<file path="config.mk">
export PLATFORM = sky130hd
export DESIGN_NAME = xalu_ise_issue
export DESIGN_NICKNAME = d
export VERILOG_FILES = /design/src/rtl/xalu_ise_pkg.sv /design/src/rtl/xalu_ise_issue.sv
export SDC_FILE = /design/constraint.sdc
export NUM_CORES = 1
export LEC_CHECK = 0
export CORE_AREA = 2 2 168 170
export CTS_CLUSTER_DIAMETER = 100
export DETAILED_ROUTE_END_ITERATION = 6
export DIE_AREA = 0 0 170 172
export SLEW_MARGIN = 20
export SYNTH_ARGS = -nofsm -noshare
export SYNTH_HDL_FRONTEND = slang
export SYNTH_SLANG_ARGS = --single-unit
</file>
<file path="constraint.sdc">
create_clock -name ise_clk -period 1.7 [get_ports ise_clk]
set_input_delay 0.17 -clock ise_clk [delete_from_list [all_inputs] [get_ports ise_clk]]
set_output_delay 0.17 -clock ise_clk [all_outputs]
set_load 0.1 [all_outputs]
</file>
<file path="src/rtl/xalu_ise_pkg.sv">
// Shared definitions for the core-side ISE issue path: custom opcode slots,
// funct field widths and the issuer FSM state encoding.
package xalu_ise_pkg;

  localparam int ISE_FN_W  = 5;
  localparam int ISE_IMM_W = 7;

  localparam logic [1:0] CUSTOM_0 = 2'd0;
  localparam logic [1:0] CUSTOM_1 = 2'd1;
  localparam logic [1:0] CUSTOM_2 = 2'd2;
  localparam logic [1:0] CUSTOM_3 = 2'd3;

  typedef enum logic [1:0] {
    IDLE  = 2'd0,
    ISSUE = 2'd1,
    WAIT  = 2'd2,
    RESP  = 2'd3
  } ise_state_e;

endpackage

</file>
<file path="src/rtl/xalu_ise_issue.sv">
// Requester end of the ISE port: holds an op on ise_* until a unit claims it
// (or a bounded wait expires), then presents the result to writeback.
module xalu_ise_issue
  import xalu_ise_pkg::*;
#(
  parameter  int XLEN    = 64,
  parameter  int TIMEOUT = 8,
  localparam int CW      = $clog2(TIMEOUT + 1)
) (
  input  logic                 ise_clk,
  input  logic                 ise_rst,
  input  logic                 flush,
  input  logic                 req_valid,
  output logic                 req_ready,
  input  logic [ISE_FN_W-1:0]  req_fn,
  input  logic [ISE_IMM_W-1:0] req_imm,
  input  logic [XLEN-1:0]      req_rs1,
  input  logic [XLEN-1:0]      req_rs2,
  input  logic [4:0]           req_rd,
  output logic [ISE_FN_W-1:0]  ise_fn,
  output logic [ISE_IMM_W-1:0] ise_imm,
  output logic [XLEN-1:0]      ise_in1,
  output logic [XLEN-1:0]      ise_in2,
  output logic                 ise_val,
  input  logic                 ise_oval,
  input  logic [XLEN-1:0]      ise_out,
  output logic                 rsp_valid,
  input  logic                 rsp_ready,
  output logic [XLEN-1:0]      rsp_data,
  output logic [4:0]           rsp_rd,
  output logic                 rsp_illegal
);

  localparam logic [CW-1:0] LAST_WAIT = CW'(TIMEOUT - 1);

  ise_state_e    state;
  logic [CW-1:0] wait_cnt;

  assign req_ready = (state == IDLE) && !ise_rst && !flush;

  // NOTE: every register here is updated with <= so all branches see the
  // pre-edge values of state and wait_cnt, regardless of statement order.
  always_ff @(posedge ise_clk) begin
    if (ise_rst) begin
      state       <= IDLE;
      wait_cnt    <= '0;
      ise_fn      <= '0;
      ise_imm     <= '0;
      ise_in1     <= '0;
      ise_in2     <= '0;
      ise_val     <= 1'b0;
      rsp_valid   <= 1'b0;
      rsp_data    <= '0;
      rsp_rd      <= '0;
      rsp_illegal <= 1'b0;
    end else if (flush) begin
      // Abandon the op outright; a same-cycle oval is dropped with it.
      state     <= IDLE;
      wait_cnt  <= '0;
      ise_val   <= 1'b0;
      rsp_valid <= 1'b0;
    end else begin
      case (state)
        IDLE: begin
          if (req_valid && req_ready) begin
            ise_fn   <= req_fn;
            ise_imm  <= req_imm;
            ise_in1  <= req_rs1;
            ise_in2  <= req_rs2;
            rsp_rd   <= req_rd;
            ise_val  <= 1'b1;
            wait_cnt <= '0;
            state    <= ISSUE;
          end
        end
        ISSUE, WAIT: begin
          if (ise_oval) begin
            rsp_data    <= ise_out;
            rsp_illegal <= 1'b0;
            rsp_valid   <= 1'b1;
            ise_val     <= 1'b0;
            state       <= RESP;
          end else if (wait_cnt == LAST_WAIT) begin
            rsp_data    <= '0;
            rsp_illegal <= 1'b1;
            rsp_valid   <= 1'b1;
            ise_val     <= 1'b0;
            state       <= RESP;
          end else begin
            wait_cnt <= wait_cnt + CW'(1);
            state    <= WAIT;
          end
        end
        RESP: begin
          if (rsp_ready) begin
            rsp_valid <= 1'b0;
            state     <= IDLE;
          end
        end
        default: state <= IDLE;
      endcase
    end
  end

endmodule

</file>
==> impl_metrics.env <==
export IMPL_syn_avg_cell_area_um2=7.95
export IMPL_multi_input_area_mm2=0.00309
export IMPL_fin_skew_ns=0.00618
export IMPL_start_kind="flip-flop"
export IMPL_fmax_mhz=620
export IMPL_fill_cells=2733
export IMPL_ys_ff_latch=218
export IMPL_p_per_area_mw_per_mm2=1000
export IMPL_cts_max_level=1
export IMPL_cts_tree="yes"
export IMPL_ys_async_sr_fraction_pct=0
export IMPL_leakage_nw=4.99
export IMPL_grt_usage_pct=17.5
export IMPL_via_per_inst=4.62
export IMPL_final_cell_area_mm2=0.0129
export IMPL_ant_nets=0
export IMPL_max_vdd_ir_drop_mv=0.650
export IMPL_gp_congestion=0.789
export IMPL_seqCellArea_mm2=0.00437
export IMPL_placed_area_mm2=0.0120
export IMPL_die_height_um=172
export IMPL_finalCritPeriodShare_pct=94.8
export IMPL_hold_path_class="primary input to flip-flop"
export IMPL_synth_area_leaders="dfxtp_1 56%, nand2_1 17%, a21oi_1 14%, nand3_1 4.5%, buf_2 1.7%"
export IMPL_cts_sinks=218
export IMPL_grt_pass1_wl_um=41200
export IMPL_crit_fanout=30
export IMPL_antenna_found_initial=0
export IMPL_synth_edf_count=0
export IMPL_utilization_pct=46.8
export IMPL_critPathCaptureType="flip-flop"
export IMPL_outcome="complete, no violations"
export IMPL_ys_types=32
export IMPL_synthCells=986
export IMPL_final_setup_worst_slack_ns=0.0877
export IMPL_synthTopCellsByCount="363 x nand2_1, 218 x dfxtp_1, 213 x a21oi_1"
export IMPL_vias=8081
export IMPL_grt_max_degree=148
export IMPL_dr_first_iter_drc_count=470
export IMPL_initial_core_util_pct=28.5
export IMPL_cpPeakStageDelay_ns=0.34
export IMPL_yosysWarningCount=0
export IMPL_yosys_area_top_type="dfxtp_1"
export IMPL_synth_top_area_share_pct=55.7
export IMPL_clkTransAtPathRegs_ns=0.06
export IMPL_rsz0062_at_grt="true"
export IMPL_core_area_mm2=0.0275
export IMPL_synth_top_family_by_area="simple AND/OR/NAND/NOR gates"
export IMPL_drt_wl_total_um=27900
export IMPL_maxCapViolCount=0
export IMPL_synth_compound_area_share_pct=14.7
export IMPL_synth_fa_ha_area_share_pct=0.479
export IMPL_synth_xor_area_share_pct=0
export IMPL_grt_pass1_vias=7617
export IMPL_drt_wirelength_per_cell_um=16.0
export IMPL_synthMuxAreaShare_pct=0.128
export IMPL_dp_worst_setup_slack_ns=0.0314
export IMPL_hpwl_um=19200
export IMPL_arrival_ns=2.05
export IMPL_area_growth_syn_to_layout_pct=64.2
export IMPL_syn_cell_area_mm2=0.00784
export IMPL_cts_buffers=26
export IMPL_first_pass_iters=4
export IMPL_drive_gt1_share_pct=20.5
export IMPL_dpl_cell_count=1700
export IMPL_row_count=61
export IMPL_finalHoldViolations=0
export IMPL_cpMaxStageDelayCell="dfxtp_1"
export IMPL_synth_simple_area_share_pct=23.5
export IMPL_relSlewSlack_pct=52.5
export IMPL_antennaDiodeCount=0
export IMPL_crit_chain="ha_1 -> and3b_1 -> o21ai_4 -> clkbuf_16 -> nand2_1 -> a21oi_1"
export IMPL_instances_no_fill=1748
export IMPL_die_x_um=170
export IMPL_min_period_ns=1.61
export IMPL_crit_required_ns=2.14
export IMPL_worstMarginPinSlew_ns=0.713
export IMPL_clock_path_buffers=3
export IMPL_crit_family="compound AO/OA/AOI/OAI gates"
export IMPL_io_pins=428
export IMPL_critPathKind="flip-flop to flip-flop"
export IMPL_insertion_delay_ns=0.52
export IMPL_dieArea_mm2=0.0292
export IMPL_synth_most_common_cell="nand2_1"
export IMPL_ctsRootBufferMaster="clkbuf_16"
export IMPL_drv_slew=0
export IMPL_place_port_buffers=427
export IMPL_grt_ovfl_total=0
export IMPL_ys_seq_area_share_pct=55.7
export IMPL_synth_ff_type="dfxtp_1"
export IMPL_drc=0
export IMPL_path_buf_inv=1
export IMPL_setup_viol=0
export IMPL_nets=1603
export IMPL_synth_nets=1204
final cells by class:
class                      instances  area share (%)
clock buffer                      39            5.83
clock inverter                     6           0.622
inverter                           5           0.146
multi-input combinational        683            24.0
sequential                       218            33.9
tap                              346            3.36
timing repair buffer             451            32.1
repair_timing:
action                                  CTS  global route
endpoints found under the setup margin    1            32
gates resized for setup                   3             3
hold buffers                              0             0
cloned                                    0             1
pin swaps                                 0             1
buffers inserted                          0             2
metrics by stage:
step | hold slack [ns] | power [W] | setup TNS, ns
2_1_floorplan | 0.306 | 0.00671 | 0
3_3_place_gp | 0.438 | 0.00756 | 0
3_5_place_dp | 0.445 | 0.00757 | 0
4_1_cts | 0.0421 | 0.0131 | 0
5_1_grt | 0.0728 | 0.0134 | -0.0369
6_report | 0.0680 | 0.0129 | 0
final timing paths:
| check | from | endpoint | slack (ns) | cells past startpoint |
|---|---|---|---|---|
| min | ise_rst | state[0] | 0.07 | 3 |
| max reg2reg | wait_cnt[0] | rsp_data[34] | 0.09 | 6 |
| max | wait_cnt[0] | rsp_data[34] | 0.09 | 6 |
| min reg2reg | rsp_data[29] | rsp_data[29] | 0.45 | 2 |
placed cells by master, fill, tap and decap left out, drive strengths merged:
cell type,instances
clkinv,4
clkbuf,40
nor2b,3
or2,2
and2,2
mux2i,1
clkdlybuf4s50,212
buf,238
a21oi,213
nor2,5
inv,5
o311ai,1
dfxtp,218
nand2,363
ha,3
and3b,1
o22ai,1
nand2b,2
nand3,70
nor3,1
a2111oi,1
a211o,1
o21ai,4
bufinv,2
and3,1
nand4b,1
a31oi,3
a211oi,1
nand4,2
nand3b,1
power breakdown:
part	total, W	leakage (nW)	internal [W]	switching, W
Combinational	0.00215	2.82	0.000740	0.00141
Clock	0.00541	0.409	0.00332	0.00209
Sequential	0.00531	1.77	0.00524	0.0000667
Total	0.0129	4.99	0.00930	0.00356
tightest hold or removal path, cell delays in order:
cell and delay [ns]:
buf_6 0.11, or2_2 0.20, a21oi_1 0.06
cell families (layout without fill, tap and decap cells):
logic type / after synthesis / after routing
fa+ha+maj: 3 / 3
buf+inv: 85 / 501
mux: 1 / 1
compound gates: 225 / 225
simple gates: 454 / 454
flops: 218 / 218
metal layers:
| layer | global-route usage, % | vias up | part of all wire, % |
|---|---|---|---|
| li1 | - | 4036 | - |
| met1 | 19.9 | 3680 | 39 |
| met2 | 30.7 | 331 | 48 |
| met3 | 6.66 | 34 | 11 |
| met4 | 4.72 | 0 | 1.9 |
| met5 | 0 | - | 0 |
sequential cells by signal, indices dropped and copies added, names as in the netlist:
register,count
ise_in1,64
state,2
ise_fn,5
rsp_illegal,1
ise_imm,7
rsp_rd,5
ise_in2,64
ise_val,1
rsp_valid,1
rsp_data,64
wait_cnt,4
Power figures use the tool's default switching activity.
